==> src/rtl/bmp_pkg.sv <==
// ============================================================================
// Module  : bmp_pkg
// Brief   : Shared types and constants for the BMP word-stream controller.
// Revision: 1.0  initial release
// ============================================================================
`default_nettype none

package bmp_pkg;

    typedef enum logic [2:0] {
        ST_IDLE  = 3'd0,
        ST_HDR   = 3'd1,
        ST_SKIP  = 3'd2,
        ST_PIXEL = 3'd3,
        ST_DRAIN = 3'd4,
        ST_ERR   = 3'd5
    } bmp_state_t;

    localparam logic [15:0] BMP_SIG   = 16'h4D42;
    localparam logic [15:0] BPP_32    = 16'd32;
    localparam int unsigned HDR_WORDS = 8;

    // Header word indices (32-bit words of the file)
    localparam logic [2:0] C_WORD_SIG    = 3'd0;
    localparam logic [2:0] C_WORD_OFF_LO = 3'd2;
    localparam logic [2:0] C_WORD_OFF_HI = 3'd3;
    localparam logic [2:0] C_WORD_W_LO   = 3'd4;
    localparam logic [2:0] C_WORD_WH     = 3'd5;
    localparam logic [2:0] C_WORD_H_HI   = 3'd6;
    localparam logic [2:0] C_WORD_BPP    = 3'd7;

endpackage : bmp_pkg

`default_nettype wire

==> src/rtl/bmp_hdr_capture.sv <==
// ============================================================================
// Module  : bmp_hdr_capture
// Brief   : Captures BMP header fields from words 0..6 and validates the
//           header on word 7 when BMP_HDR_CHECK_EN is defined.
// Revision: 1.0  initial release
// ============================================================================
`default_nettype none

module bmp_hdr_capture
    import bmp_pkg::*;
#(
    parameter int MAX_DIM = 1024,
    parameter int DIM_W   = 16
) (
    input  logic             clk,
    input  logic             rst,
    input  logic             capture,
    input  logic [2:0]       word_idx,
    input  logic [31:0]      data,
    output logic [31:0]      offset,
    output logic [DIM_W-1:0] width,
    output logic [DIM_W-1:0] height,
    output logic             hdr_ok
);

    logic [15:0] r_sig;
    logic [31:0] r_offset;
    logic [31:0] r_width;
    logic [31:0] r_height;

    // Fields straddle word boundaries, so each half lands on its own word.
    always_ff @(posedge clk or posedge rst) begin
        if (rst) begin
            r_sig    <= '0;
            r_offset <= '0;
            r_width  <= '0;
            r_height <= '0;
        end else if (capture) begin
            case (word_idx)
                C_WORD_SIG:    r_sig            <= data[15:0];
                C_WORD_OFF_LO: r_offset[15:0]   <= data[31:16];
                C_WORD_OFF_HI: r_offset[31:16]  <= data[15:0];
                C_WORD_W_LO:   r_width[15:0]    <= data[31:16];
                C_WORD_WH: begin
                    r_width[31:16] <= data[15:0];
                    r_height[15:0] <= data[31:16];
                end
                C_WORD_H_HI:   r_height[31:16]  <= data[15:0];
                default: ;
            endcase
        end
    end

    assign offset = r_offset;
    assign width  = r_width[DIM_W-1:0];
    assign height = r_height[DIM_W-1:0];

`ifdef BMP_HDR_CHECK_EN
    // bpp is judged live on word 7, the cycle the parent decides the exit.
    logic w_bad_sig;
    logic w_bad_bpp;
    logic w_bad_off;
    logic w_bad_width;
    logic w_bad_height;

    always_comb begin
        w_bad_sig    = (r_sig != BMP_SIG);
        w_bad_bpp    = (data[15:0] != BPP_32);
        w_bad_off    = (r_offset[1:0] != 2'b00) || (r_offset < 32'd32);
        w_bad_width  = (r_width == 32'd0) || (r_width > 32'(MAX_DIM));
        w_bad_height = (r_height == 32'd0) || r_height[31] ||
                       (r_height > 32'(MAX_DIM));
        hdr_ok       = !(w_bad_sig || w_bad_bpp || w_bad_off ||
                         w_bad_width || w_bad_height);
    end
`else
    wire w_unused_fields = &{1'b0, r_sig, r_width, r_height};
    assign hdr_ok = 1'b1;
`endif

endmodule : bmp_hdr_capture

`default_nettype wire

==> src/rtl/bmp_stream_ctrl.sv <==
// ============================================================================
// Module  : bmp_stream_ctrl
// Brief   : Parses a 32bpp BMP word stream and emits its pixels with row/frame
//           markers. Header validation is enabled by BMP_HDR_CHECK_EN.
// Revision: 1.0  initial release
// ============================================================================
`default_nettype none

module bmp_stream_ctrl
    import bmp_pkg::*;
#(
    parameter int MAX_DIM = 1024,
    parameter int DIM_W   = 16
) (
    input  logic             clk,
    input  logic             reset,
    input  logic             enable,
    input  logic             start,
    input  logic             in_valid,
    output logic             in_ready,
    input  logic [31:0]      in_data,
    output logic             pix_valid,
    input  logic             pix_ready,
    output logic [31:0]      pix_data,
    output logic             pix_eol,
    output logic             pix_eof,
    output logic [DIM_W-1:0] width,
    output logic [DIM_W-1:0] height,
    output logic             busy,
    output logic             done,
    output logic             hdr_err
);

`ifdef BMP_HDR_CHECK_EN
    localparam bit CHECK_EN = 1'b1;
`else
    localparam bit CHECK_EN = 1'b0;
`endif

    localparam logic [DIM_W-1:0] C_ONE = DIM_W'(1);

    bmp_state_t       r_state;
    logic [31:0]      r_word_idx;
    logic [DIM_W-1:0] r_col;
    logic [DIM_W-1:0] r_row;
    logic             r_pix_valid;
    logic [31:0]      r_pix_data;
    logic             r_eol;
    logic             r_eof;
    logic             r_done;
    logic             r_hdr_err;

    logic        w_accept;
    logic        w_out_xfer;
    logic        w_last_col;
    logic        w_last_row;
    logic        w_hdr_ok;
    logic [31:0] w_offset;
    logic [31:0] w_skip_end;

    bmp_hdr_capture #(
        .MAX_DIM (MAX_DIM),
        .DIM_W   (DIM_W)
    ) u_hdr (
        .clk      (clk),
        .rst      (reset),
        .capture  (w_accept && (r_state == ST_HDR)),
        .word_idx (r_word_idx[2:0]),
        .data     (in_data),
        .offset   (w_offset),
        .width    (width),
        .height   (height),
        .hdr_ok   (w_hdr_ok)
    );

    always_comb begin
        in_ready = 1'b0;
        if (enable) begin
            case (r_state)
                ST_HDR, ST_SKIP: in_ready = 1'b1;
                ST_PIXEL:        in_ready = pix_ready || !r_pix_valid;
                default:         in_ready = 1'b0;
            endcase
        end
    end

    assign w_accept   = in_valid && in_ready;
    assign w_out_xfer = r_pix_valid && pix_ready;
    assign w_last_col = (r_col == width - C_ONE);
    assign w_last_row = (r_row == height - C_ONE);
    // First pixel word index; offsets below the header collapse to no skip.
    assign w_skip_end = {2'b00, w_offset[31:2]};

    always_ff @(posedge clk or posedge reset) begin
        if (reset) begin
            r_state     <= ST_IDLE;
            r_word_idx  <= '0;
            r_col       <= '0;
            r_row       <= '0;
            r_pix_valid <= 1'b0;
            r_pix_data  <= '0;
            r_eol       <= 1'b0;
            r_eof       <= 1'b0;
            r_done      <= 1'b0;
            r_hdr_err   <= 1'b0;
        end else begin
            r_done <= 1'b0;
            // Downstream transfers complete even while the FSM is frozen.
            if (w_out_xfer) begin
                r_pix_valid <= 1'b0;
            end
            if (enable) begin
                case (r_state)
                    ST_IDLE, ST_ERR: begin
                        if (start) begin
                            r_state    <= ST_HDR;
                            r_hdr_err  <= 1'b0;
                            r_word_idx <= '0;
                            r_col      <= '0;
                            r_row      <= '0;
                        end
                    end
                    ST_HDR: begin
                        if (w_accept) begin
                            r_word_idx <= r_word_idx + 32'd1;
                            if (r_word_idx == HDR_WORDS - 1) begin
                                if (CHECK_EN && !w_hdr_ok) begin
                                    r_state   <= ST_ERR;
                                    r_hdr_err <= 1'b1;
                                end else if (w_skip_end <= HDR_WORDS) begin
                                    r_state <= ST_PIXEL;
                                end else begin
                                    r_state <= ST_SKIP;
                                end
                            end
                        end
                    end
                    ST_SKIP: begin
                        if (w_accept) begin
                            r_word_idx <= r_word_idx + 32'd1;
                            if (r_word_idx + 32'd1 == w_skip_end) begin
                                r_state <= ST_PIXEL;
                            end
                        end
                    end
                    ST_PIXEL: begin
                        if (w_accept) begin
                            r_pix_valid <= 1'b1;
                            r_pix_data  <= in_data;
                            r_eol       <= w_last_col;
                            r_eof       <= w_last_col && w_last_row;
                            if (w_last_col) begin
                                r_col <= '0;
                                r_row <= r_row + C_ONE;
                            end else begin
                                r_col <= r_col + C_ONE;
                            end
                            if (w_last_col && w_last_row) begin
                                r_state <= ST_DRAIN;
                            end
                        end
                    end
                    ST_DRAIN: begin
                        if (!r_pix_valid || pix_ready) begin
                            r_state <= ST_IDLE;
                            r_done  <= 1'b1;
                        end
                    end
                    default: r_state <= ST_IDLE;
                endcase
            end
        end
    end

    assign pix_valid = r_pix_valid;
    assign pix_data  = r_pix_data;
    assign pix_eol   = r_eol;
    assign pix_eof   = r_eof;
    assign done      = r_done;
    assign hdr_err   = CHECK_EN ? r_hdr_err : 1'b0;
    assign busy      = (r_state != ST_IDLE) && (r_state != ST_ERR);

endmodule : bmp_stream_ctrl

`default_nettype wire

==> config.mk <==
export PLATFORM = sky130hd
export DESIGN_NAME = bmp_stream_ctrl
export DESIGN_NICKNAME = d
export VERILOG_FILES = /design/src/rtl/bmp_pkg.sv /design/src/rtl/bmp_hdr_capture.sv /design/src/rtl/bmp_stream_ctrl.sv
export SDC_FILE = /design/constraint.sdc
export NUM_CORES = 1
export LEC_CHECK = 0
export ABC_AREA = 1
export ABC_CLOCK_PERIOD_IN_PS = 4600
export CELL_PAD_IN_SITES_DETAIL_PLACEMENT = 0
export CELL_PAD_IN_SITES_GLOBAL_PLACEMENT = 2
export CORE_MARGIN = 2
export CORE_UTILIZATION = 33
export CTS_CLUSTER_SIZE = 20
export DETAILED_ROUTE_END_ITERATION = 10
export DONT_BUFFER_PORTS = 1
export PLACE_DENSITY_LB_ADDON = 0.12
export SLEW_MARGIN = 0
export SYNTH_ARGS = -nofsm -noshare
export SYNTH_HDL_FRONTEND = slang
export SYNTH_SLANG_ARGS = --single-unit
==> constraint.sdc <==
create_clock -name clk -period 4.6 [get_ports clk]
set_clock_uncertainty 0.1 [all_clocks]
set_input_delay 0.23 -clock clk [delete_from_list [all_inputs] [get_ports clk]]
set_output_delay 0.23 -clock clk [all_outputs]
set_load 0.05 [all_outputs]
# Word level (Yosys, flattened, before mapping)
# Cells that the tools add are included.
# word_totals
output_inout_bits	71
word_cells	94
input_bits	38
reg_bits	167
# op_classes
mux	29
n_addsub	5
n_reduce_logical	22
eq_ne	24
order_cmp	1
# op_table
op	n
16-bit 2-to-1 mux	5
32-bit 2-to-1 mux	2
16-bit one-hot mux with 2 select lines	2
32-bit one-hot mux with 2 select lines	1
16-bit by 1-bit adder with 16-bit output, second input constant	2
32-bit by 1-bit adder with 32-bit output, second input constant	1
16-bit equality test	2
32-bit by 3-bit equality test with 1-bit output, second input constant	1
32-bit by 30-bit equality test with 1-bit output	1
16-bit by 1-bit subtractor with 16-bit output, second input constant	2
30-bit by 4-bit less-or-equal comparator with 1-bit output, second input constant	1
3-bit 2-to-1 mux	8
2-bit inequality test, second input constant	8
3-bit one-hot mux with 5 select lines	1
3-bit by 2-bit equality test with 1-bit output, second input constant	4
3-bit equality test, second input constant	4
1-bit 2-to-1 mux	9
9-bit AND reduction	1
2-bit AND reduction	4
4-bit AND reduction	2
1-bit logical AND	5
5-bit AND reduction	1
2-bit by 1-bit inequality test with 1-bit output, second input constant	2
2-bit nonzero test	2
other kinds (9)	10

# Longest topological paths before layout
# Gate-level depths: netlist (run 1).
# depth
word_depth	8
ltp_mapped	18
depth_no_buf	18

# Hierarchy
# From an unflattened synthesis (run 1), not the netlist that was laid out.
# unflattened
cells_unflattened	1445
area_unflattened_um2	10293.6
# by_module_without_submodules
mod	seq_area_each_um2	area_per_inst_um2	n_inst	cells_each
bmp_stream_ctrl	2577.5	7644.8	1	1157
bmp_hdr_capture	1601.5	2648.8	1	288

# Least setup slack after synthesis (run 1)
# OpenSTA, ideal clock, no wires.
# synth_path
path_type	register to register
startpoint	reg u_hdr.r_width[0]
endpoint	reg r_row[0]
setup_ns	0.076
n_path_buf	1
arrival_time_ns	2.315
path_slack_ns	2.109
period_less_slack_ns	2.491
required_time_ns	4.424
stages_incl_launch_ff	14
path_cell_list	dfrtp_1 -> inv_1 -> ha_1 -> xnor2_1 -> or2_2 -> nand2_1 -> nor2_1 -> and3_1 -> nand4_1 -> o21ai_1 -> nand2_1 -> buf_2 -> nand2_1 -> o21ai_1
# synth_via
elab_chain_len	4
# synth_lines
element	line_no	source
start, declared	bmp_hdr_capture.sv:28	logic [31:0] r_width;
start signal, assigned	bmp_hdr_capture.sv:43	C_WORD_W_LO: r_width[15:0] <= data[31:16];
16-bit by 1-bit subtractor with 16-bit output	bmp_stream_ctrl.sv:89	assign w_last_col = (r_col == width - C_ONE);
16-bit equality test	bmp_stream_ctrl.sv:89	
2-bit inequality test (no source line)	n/a	
5-bit AND reduction (no source line)	n/a	
end signal, assigned	bmp_stream_ctrl.sv:154	r_row <= r_row + C_ONE;
end, declared	bmp_stream_ctrl.sv:45	logic [DIM_W-1:0] r_row;
# No other way between the ends.
# A chain may end at the register's enable or synchronous reset.

# Worst setup path in the final report (run 1)
# layout_path
startpoint	reg r_state[2]
endpoint	reg r_col[4]
# layout_via
elab_chain_len	7
# layout_lines
element	line_no	source
start, declared	bmp_stream_ctrl.sv:42	bmp_state_t r_state;
start signal, assigned	bmp_stream_ctrl.sv:96	r_state <= ST_IDLE;
start signal, assigned	bmp_stream_ctrl.sv:116	r_state <= ST_HDR;
start signal, assigned	bmp_stream_ctrl.sv:128	r_state <= ST_ERR;
3-bit by 1-bit equality test with 1-bit output / 3-bit by 2-bit equality test with 1-bit output (equally long branches)	bmp_stream_ctrl.sv:79	case (r_state)
2-bit OR reduction (no source line)	n/a	
1-bit one-hot mux with 2 select lines *	bmp_stream_ctrl.sv:79	
1-bit 2-to-1 mux *	bmp_stream_ctrl.sv:78	if (enable) begin
via in_ready	bmp_stream_ctrl.sv:20	output logic in_ready,
1-bit logical AND *	bmp_stream_ctrl.sv:87	assign w_accept = in_valid && in_ready;
2-bit inequality test (no source line) *	n/a	
4-bit AND reduction (no source line) *	n/a	
end signal, assigned	bmp_stream_ctrl.sv:156	r_col <= r_col + C_ONE;
end, declared	bmp_stream_ctrl.sv:44	logic [DIM_W-1:0] r_col;
# The timed path passes the listed nets; every way through them passes the cells marked *.

==> impl_metrics.csv, run 1 <==
group,metric,value,unit
timing,setup_violations,0,
logic_synthesis,synth.avg_cell_area,7.27,um2
drt,drtPass1Iterations,5,
place,place_area,10200,um2
drt,ant_nets,0,
die,die_area,31100,um2
outcome,status,"finished, final reports clean",
critical_path,cp.arrival,3.87,ns
grt,grtUsageTotal,20.9,%
clock_network,h-tree-depth,4,
final_layout,final_cell_mix,"nand2_1 (415), dfrtp_1 (165), nor2_1 (140), inv_1 (134), nand3_1 (99)",
critical_path,cpPeakStageDelay,0.62,ns
logic_synthesis,synthCells,1346,
grt,grt_max_degree,166,
clock_network,ctsRootBufferMaster,"clkbuf_16",
power,ir_drop,0.000311,V
drt,drt-initial-drc-count,616,
logic_synthesis,ys_ff_latch,165,
logic_synthesis,syn_nets,1393,
final_layout,final_common_cell,"nand2_1",
clock_network,cts_buffers,17,
final_layout,nets,1411,
clock_network,postCtsSetupBuffers,0,
logic_synthesis,ys_async_sr_fraction,100,%
place,gp_congestion,0.833,
power,power,6.36,mW
power,power.density,576,nW/um2
timing,relSlewSlack,21.2,%
critical_path,cp_slowest_cell,"o21ai_2",
clock_network,cts_sinks,165,
critical_path,path_class,"flop to flop",
final_layout,multiInputGateArea,5000,um2
timing,final.setup.tns,0,ns
logic_synthesis,synth_edf_count,0,
logic_synthesis,seq_area_frac_synth,42.2,%
grt,grt_pass1_vias,8314,
critical_path,crit_path_frequent_cell,"inv_2",
final_layout,seqCellArea,4130,um2
drt,wl,31400,um
drt,drcViolationCount,0,
drt,routedWlPerCell,17.8,um
critical_path,critPathTopFamily,"simple AND/OR/NAND/NOR gates",
grt,grt_pass1_wl,49600,um
power,leakage,5.14,nW
logic_synthesis,yosys.cell_types.count,42,
grt,antenna_found_initial,2,
timing,fmax,274,MHz
logic_synthesis,yosysWarnings,0,
clock_network,clk_latency,0.44,ns
final_layout,drive_gt1_share,6.75,%
critical_path,worst_setup_path_end_kind,"flop",
job,maxCapViolations,0,
timing,period_share,79.5,%
drt,vias,8682,
die,pin_count,109,
die,die_x,176,um
place,port-buffer-count,0,
clock_network,cts_buffer_depth,2,
timing,finalHoldViolCount,0,
timing,rsz0062_at_grt,"no",
timing,holdWs,0.0170,ns
clock_network,clkTransAtPathRegs,0.07,ns
final_layout,area_delta_synth_final,12.8,%
die,rows,63,
final_layout,nFillCells,3130,
critical_path,worst-path-buf-inv,4,
critical_path,worstPathRequired,4.81,ns
place,place_hpwl,23200,um
critical_path,cp-start-kind,"flop",
critical_path,crit_path_max_fanout,57,
die,start_util,33.3,%
timing,fin_crit,3.66,ns
timing,worst_pin_slew,1.18,ns
timing,slew_viol_final,0,
logic_synthesis,synth_ff_type,"dfrtp_1",
hold_path,hold_class,"primary input to flop",
die,coreArea,29400,um2
clock_network,cts_tree,"built",
critical_path,timing.critical_path.cells,"inv_2 > nand3_2 > o21ai_2 > nand2_2 > nor2_4 > inv_2 > nand2_4 > nand2_1 > buf_4 > inv_2 > nor2_1",
drt,vias_per_cell,4.91,
final_layout,stdcell_area,11000,um2
final_layout,utilization,37.6,%
logic_synthesis,syn_area,9790,um2
grt,overflow,0,
die,fp.dieH,176,um
-- worst reg2reg max path: stages (launching register included) --
cell and delay [ns]:
dfrtp_1 0.39, inv_2 0.14, nand3_2 0.24, o21ai_2 0.62, nand2_2 0.21, nor2_4 0.38, inv_2 0.47, nand2_4 0.36
nand2_1 0.09, buf_4 0.24, inv_2 0.23, nor2_1 0.07
-- what timing repair did --
item                      CTS  global route
resized for setup           0             0
hold endpoints to repair  211             0
hold buffers               23             0
-- registers in the layout, summed over array words and instances, names as in the netlist --
| register | cells |
|---|---|
| u_hdr.offset | 30 |
| u_hdr.r_height | 16 |
| pix_eof | 1 |
| u_hdr.r_width | 16 |
| r_row | 16 |
| r_word_idx | 32 |
| pix_eol | 1 |
| pix_valid | 1 |
| pix_data | 32 |
| done | 1 |
| r_col | 16 |
| r_state | 3 |
-- per-layer routing --
metal	part of all wire [%]	vias up	routed length (um)	global-route usage, %
li1	-	4384	-	-
met1	53	4119	16600	32.6
met2	41	158	12900	29.3
met3	5.1	21	1610	4.39
met4	1.2	0	364	4.30
met5	0	-	0	0
-- cell usage after synthesis (2+ instances only) --
cell      count  area share [%]
a21oi_1      20             1.0
a31oi_1       2            0.13
and3_1        2            0.13
buf_2         3            0.15
buf_4         3            0.23
clkbuf_1     23            0.88
dfrtp_1     165              42
ha_1          9             1.2
inv_1       135             5.2
inv_2         4            0.15
mux2_2        6            0.69
nand2_1     415              16
nand2_2      10            0.64
nand3_1      99             5.1
nand3_2       6            0.61
nand3b_1     14             1.1
nand4_1      20             1.3
nor2_1      140             5.4
nor2_2        9            0.57
nor2_4        7            0.81
nor3_1       15            0.77
nor3b_1       2            0.15
nor4_1       20             1.3
o21ai_0      87             4.4
o21ai_1      20             1.0
o21bai_1      4            0.31
o22ai_1      22             1.4
or2_2         8            0.51
xnor2_1      16             1.4
xnor3_1       2            0.46
xor2_1       47             4.2
-- logic make-up after synthesis --
kind of cell / Yosys count / share of synthesized area, %
buf+inv: 171 / 6.72
compound gates: 159 / 8.68
xor+xnor: 65 / 6.09
simple gates: 770 / 34.5
flops: 165 / 42.2
fa+ha+maj: 9 / 1.15
mux: 6 / 0.690
other cells: 1 / 0.0383
-- final timing paths --
kind | from | end | slack, ns | cells past startpoint
hold / removal | in_data[16] | u_hdr.r_height[0]$_DFFE_PP0P_ | 0.02 | 2
hold reg to reg | r_state[2]$_DFFE_PP0P_ | r_state[2]$_DFFE_PP0P_ | 0.40 | 2
setup / recovery | r_state[2]$_DFFE_PP0P_ | r_col[4]$_DFFE_PP0P_ | 0.94 | 11
min in group asynchronous | reset | r_word_idx[22]$_DFFE_PP0P_ | 0.30 | 3
max in group asynchronous | reset | r_word_idx[28]$_DFFE_PP0P_ | 3.16 | 3
setup reg to reg | r_state[2]$_DFFE_PP0P_ | r_col[4]$_DFFE_PP0P_ | 0.94 | 11
-- power by group --
| part | internal, mW | switching [mW] | total, mW |
|---|---|---|---|
| Combinational | 0.703 | 1.29 | 1.99 |
| Sequential | 1.75 | 1.12 | 2.87 |
| Clock | 0.840 | 0.660 | 1.50 |
-- through the flow --
step           instances  setup WS [ns]
3_3_place_gp        1712          0.999
4_1_cts             1767          0.895
2_1_floorplan       1346           2.11
6_report            1768          0.945
3_5_place_dp        1712          0.910
5_1_grt             1767          0.638
-- cell type report --
class                      count  area share [%]
antenna                        1          0.0227
clock buffer                  20            4.13
clock inverter                12            1.29
inverter                     140            4.79
multi-input combinational   1010            45.3
sequential                   165            37.4
tap                          390            4.42
timing repair buffer          30            2.67
No activity file was read; power rests on OpenSTA's default activity.
==> inputs of run 2 (changes only) <==
Settings changed: ABC_CLOCK_PERIOD_IN_PS 4600 to 3700, CORE_UTILIZATION 33 to 37.
Clock period 4.6 ns to 3.7 ns, I/O delays scaled along.
==> run 2 against run 1 <==
  * Worst setup slack lost 0.24 ns
  * Clock power grew 29%
  * Maximum frequency grew 22%
  * Critical endpoint is now r_state[0]$_DFFE_PP0P_
==> impl_metrics.csv, run 2 (synthesis gave the netlist of run 1 again) <==
group,metric,value,unit
outcome,status,"finished, final reports clean",
critical_path,crit_path_frequent_cell,"nand2_1",
clock_network,cts.hold.buffers_added,35,
final_layout,nets,1434,
critical_path,path_class,"flop to flop",
grt,grt_pass1_vias,8524,
grt,overflow,0,
power,seq_power_share,43.4,%
critical_path,worst_setup_path_end_kind,"flop",
clock_network,h-tree-depth,4,
final_layout,final_common_cell,"nand2_1",
final_layout,drive_gt1_share,7.43,%
grt,grt_max_degree,109,
power,power_switching_share,48.2,%
clock_network,clk_latency,0.44,ns
power,leakage,5.24,nW
die,die_area,27800,um2
drt,drcViolationCount,0,
power,power.density,719,nW/um2
die,die_x,167,um
drt,vias_per_cell,5.04,
timing,final.setup.tns,0,ns
power,intPower,4.18,mW
final_layout,final_cell_mix,"nand2_1 (415), dfrtp_1 (165), nor2_1 (140), inv_1 (134), nand3_1 (99)",
timing,worst_pin_slew,0.763,ns
power,p_comb_share,32.6,%
grt,grtUsageMet1,35.9,%
timing,fmax,334,MHz
clock_network,cts_tree,"built",
timing,rsz0062_at_grt,"no",
place,gp_congestion,0.831,
final_layout,nFillCells,2707,
die,pin_count,109,
hold_path,hold_class,"primary input to flop",
place,port-buffer-count,0,
final_layout,area_delta_synth_final,14.4,%
timing,fin_crit,3.00,ns
grt,grtUsageTotal,23.0,%
grt,use_met2,32.6,%
timing,setup_violations,0,
drt,routedWlPerCell,17.9,um
clock_network,clkTransAtPathRegs,0.08,ns
place,preCtsSetupSlack,0.705,ns
place,place_hpwl,23300,um
job,maxCapViolations,0,
grt,antenna_found_initial,1,
timing,setup_ws,0.703,ns
clock_network,cts_buffers,17,
die,start_util,37.6,%
drt,wl,31100,um
grt,grt.busiest_layer,"met1",
timing,period_share,81.0,%
timing,slew_viol_final,0,
grt,grt_pass1_wl,49900,um
power,p_clk_share,24.0,%
timing,finalHoldViolCount,0,
grt,use_met3,4.42,%
clock_network,postCtsResizedCells,0,
clock_network,cts_buffer_depth,2,
drt,ant_nets,0,
die,rows,59,
clock_network,postCtsSetupBuffers,0,
critical_path,worst-path-buf-inv,1,
critical_path,cpPeakStageDelay,0.58,ns
clock_network,ctsRootBufferMaster,"clkbuf_16",
clock_network,cts_sinks,165,
critical_path,critPathTopFamily,"simple AND/OR/NAND/NOR gates",
critical_path,cp.arrival,3.22,ns
critical_path,crit_path_max_fanout,4,
die,fp.dieH,167,um
power,p_sw,3.88,mW
critical_path,timing.critical_path.cells,"inv_1 > ha_1 > nand2_1 > nor2_2 > nand2_1 > nor2_1 > nand2_1 > nand2_1 > nand2_1 > nor2_1 > nand2_1 > nor2_1 > nand2_1 > a21oi_2 > nand2_2 > nand2_1 > nand2_1",
die,coreArea,26100,um2
critical_path,worstPathRequired,3.92,ns
timing,relSlewSlack,49.1,%
power,ir_drop,0.000388,V
drt,drt-initial-drc-count,666,
critical_path,cp-start-kind,"flop",
critical_path,cp_slowest_cell,"dfrtp_1",
drt,drtPass1Iterations,5,
drt,vias,8749,
[run 2: metrics by stage]
| stage | util (%) | power [mW] | cell area [um2] | hold slack (ns) | cells |
|---|---|---|---|---|---|
| 2_1_floorplan | - | 5.36 | 9800 | 0.202 | 1346 |
| 3_3_place_gp | 39.3 | 6.13 | 10200 | 0.0291 | 1668 |
| 3_5_place_dp | 39.3 | 6.13 | 10200 | 0.0189 | 1668 |
| 4_1_cts | 43.0 | 8.11 | 11200 | 0.000179 | 1735 |
| 5_1_grt | 43.0 | 8.64 | 11200 | 0.0152 | 1735 |
| 6_report | 43.0 | 8.05 | 11200 | 0.00949 | 1737 |
[run 2: worst paths after layout]
path / depth (start not counted) / to / slack (ns) / start
max in group asynchronous: 3 / r_col[2]$_DFFE_PP0P_ / 2.37 / reset
hold reg to reg: 2 / r_state[2]$_DFFE_PP0P_ / 0.41 / r_state[2]$_DFFE_PP0P_
hold / removal: 2 / u_hdr.r_height[11]$_DFFE_PP0P_ / 0.009 / in_data[27]
setup reg to reg: 17 / r_state[0]$_DFFE_PP0P_ / 0.70 / u_hdr.r_height[0]$_DFFE_PP0P_
setup / recovery: 17 / r_state[0]$_DFFE_PP0P_ / 0.70 / u_hdr.r_height[0]$_DFFE_PP0P_
min in group asynchronous: 2 / u_hdr.offset[10]$_DFFE_PP0P_ / 0.17 / reset
[run 2: power by group through the flow]
| stage | Clock (mW) | Sequential, mW | Combinational, mW |
|---|---|---|---|
| 6_report | 1.93 | 3.49 | 2.63 |
| 4_1_cts | 1.98 | 3.50 | 2.64 |
| 3_3_place_gp | 0 | 3.53 | 2.60 |
| 3_5_place_dp | 0 | 3.53 | 2.60 |
| 5_1_grt | 2.05 | 3.56 | 3.04 |
| 2_1_floorplan | 0 | 3.41 | 1.95 |
[run 2: metal layers]
metal,wire [um],part of all wire (%)
met3,1540,5.0
met1,16500,53
met4,255,0.82
met2,12800,41
met5,0,0
[run 2: cell type report]
type | count | area (um2) | share of cell area [%]
Antenna cell | 2 | 5.00 | 0.0447
Timing Repair Buffer | 53 | 498 | 4.44
Multi-Input combinational cell | 1010 | 5000 | 44.7
Inverter | 140 | 529 | 4.72
Sequential cell | 165 | 4130 | 36.9
Clock inverter | 14 | 190 | 1.70
Clock buffer | 18 | 429 | 3.83
Tap cell | 335 | 419 | 3.74
==> inputs of run 3 (changes only) <==
Settings changed: ABC_CLOCK_PERIOD_IN_PS 3700 to 3120.
Clock period 3.7 ns to 3.12 ns, I/O delays scaled along.
==> run 3 against run 2 <==
  * Die area unchanged
  * Clock-buffer cell count down 1
  * Sequential power up 14%
  * Design area up 1.5%
  * Utilization up 0.66 points
  * Register-to-register slack worse by 0.28 ns
  * Critical path depth up 1
  * First-iteration DRC count down 1.5%
  * Maximum frequency up 11%
  * Flip-flop and latch count unchanged
  * Non-clock buffer count up 28
  * Routed wire length about the same
  * Largest cell class unchanged
  * Largest power group unchanged
==> impl_metrics.csv, run 3 (synthesis gave the netlist of run 1 again) <==
group,metric,value,unit
final_layout,seqCellArea,4130,um2
grt,antenna_found_initial,0,
clock_network,h-tree-depth,4,
critical_path,startpoint,"r_word_idx[0]$_DFFE_PP0P_",
clock_network,clk_latency,0.44,ns
timing,finalHoldViolCount,0,
clock_network,cts.hold.buffers_added,35,
critical_path,crit_path_max_fanout,6,
outcome,status,"finished, final reports clean",
critical_path,rr_endpoint,"r_state[2]$_DFFE_PP0P_",
timing,slew_viol_final,0,
critical_path,worst_setup_path_end_kind,"flop",
job,maxCapViolations,0,
power,power_switching_share,49.0,%
power,seq_power_share,42.1,%
clock_network,cts_sinks,165,
drt,drt-initial-drc-count,656,
critical_path,cp.arrival,2.93,ns
critical_path,path_class,"flop to flop",
die,coreArea,26100,um2
critical_path,rrSetupSlack,0.42,ns
power,power.density,830,nW/um2
timing,relSlewSlack,43.0,%
final_layout,final_cell_mix,"nand2_1 (415), dfrtp_1 (165), nor2_1 (140), inv_1 (134), nand3_1 (99)",
hold_path,hold_class,"primary input to flop",
drt,drtPass1Iterations,5,
drt,routedWlPerCell,17.6,um
final_layout,drive_gt1_share,9.31,%
timing,fmax,370,MHz
clock_network,ctsRootBufferMaster,"clkbuf_16",
final_layout,area_delta_synth_final,16.2,%
final_layout,multiInputGateArea,5000,um2
clock_network,cts_buffers,17,
final_layout,nets,1462,
clock_network,clkTransAtPathRegs,0.07,ns
power,leakage,5.39,nW
grt,grt_max_degree,52,
grt,grtUsageTotal,23.1,%
critical_path,reg2regPathDepth,18,
clock_network,cts_buffer_depth,2,
critical_path,cp-start-kind,"flop",
die,fp.dieH,167,um
die,rows,59,
drt,vias,8870,
place,port-buffer-count,0,
power,intPower,4.81,mW
place,place_hpwl,23800,um
grt,grt_pass1_vias,8572,
final_layout,final_common_cell,"nand2_1",
power,p_comb_share,35.4,%
drt,wl,31100,um
place,gp_congestion,0.855,
critical_path,worstPathRequired,3.34,ns
die,pin_count,109,
grt,grt_pass1_wl,49500,um
clock_network,postCtsResizedCells,0,
timing,period_share,86.6,%
timing,worst_pin_slew,0.853,ns
die,die_area,27800,um2
die,die_x,167,um
die,start_util,37.6,%
timing,holdWs,0.0687,ns
grt,overflow,0,
critical_path,timing.rr.start,"r_word_idx[0]$_DFFE_PP0P_",
power,ir_drop,0.000689,V
clock_network,postCtsSetupBuffers,0,
clock_network,cts_tree,"built",
timing,fin_crit,2.70,ns
power,p_sw,4.63,mW
timing,setup_violations,0,
drt,drcViolationCount,0,
timing,final.setup.tns,0,ns
drt,ant_nets,0,
drt,vias_per_cell,5.03,
power,power,9.44,mW
final_layout,nFillCells,2738,
critical_path,crit_path_end,"r_state[2]$_DFFE_PP0P_",
final_layout,utilization,43.7,%
power,p_clk_share,22.5,%
timing,rsz0062_at_grt,"no",
-- run 3: cell count changes in the layout (fill, tap and decap cells not counted), sizes merged --
cell / previous run / this run
buf: 18 / 46
bufinv: 3 / 0
clkbuf: 18 / 17
clkinv: 3 / 7
clkinvlp: 4 / 2
diode: 2 / 1
inv: 144 / 146
-- run 3: worst max-delay path, stage by stage, from the launching register on --
cell and delay [ns]:
dfrtp_1 0.45, ha_1 0.25, inv_1 0.10, nor2_4 0.20, nand2_1 0.21, nand2_1 0.13
nand2_1 0.07, nand2_1 0.06, nand2_1 0.04, inv_1 0.04, nand2_1 0.04, nor2_1 0.14
nand3_1 0.08, nor2_1 0.22, nand3_1 0.17, nand2_2 0.12, nand2_2 0.06, nand2_1 0.06
nand2_1 0.05
-- run 3: per-layer routing --
layer	vias up	part of all wire, %	GRT usage [%]
li1	4493	-	-
met1	4152	52	35.8
met2	207	41	33.1
met3	18	5.6	4.78
met4	0	0.88	4.27
met5	-	0	0
-- run 3: per-stage QoR --
| stage | instances | area [um2] | worst slack [ns] |
|---|---|---|---|
| floorplan | 1346 | 9800 | 0.629 |
| global placement | 1696 | 10400 | 0.478 |
| detailed placement | 1696 | 10400 | 0.470 |
| CTS | 1763 | 11400 | 0.447 |
| global route | 1763 | 11400 | 0.141 |
| finish | 1764 | 11400 | 0.418 |
-- run 3: power by group through the flow --
stage                     Combinational (mW)  Clock, mW  Sequential (mW)
after floorplan                         2.32          0             4.04
after global placement                  3.30          0             4.02
after detailed placement                3.31          0             4.01
after CTS                               3.36       2.19             3.98
after global routing                    3.82       2.28             4.05
final                                   3.34       2.13             3.97
-- run 3: final cells by class --
cell class | instances | area share, %
clock buffer | 17 | 3.74
inverter | 140 | 4.65
sequential | 165 | 36.3
tap | 335 | 3.68
antenna | 1 | 0.0220
multi-input combinational | 1010 | 44.0
clock inverter | 15 | 1.40
timing repair buffer | 81 | 6.22
-- run 3: how the worst min path moves through the flow --
stage / from / end / slack, ns / cells after the start
after floorplan: in_data[10] / pix_data[10]$_DFFE_PP0P_ / 0.17 / 2
after CTS: start / r_word_idx[4]$_DFFE_PP0P_ / 0.05 / 4
after global placement: reset / u_hdr.offset[14]$_DFFE_PP0P_ / 0.12 / 1
after global routing: in_data[25] / u_hdr.r_height[9]$_DFFE_PP0P_ / 0.06 / 2
final: in_data[25] / u_hdr.r_height[9]$_DFFE_PP0P_ / 0.07 / 2
after detailed placement: reset / u_hdr.r_height[14]$_DFFE_PP0P_ / 0.13 / 1
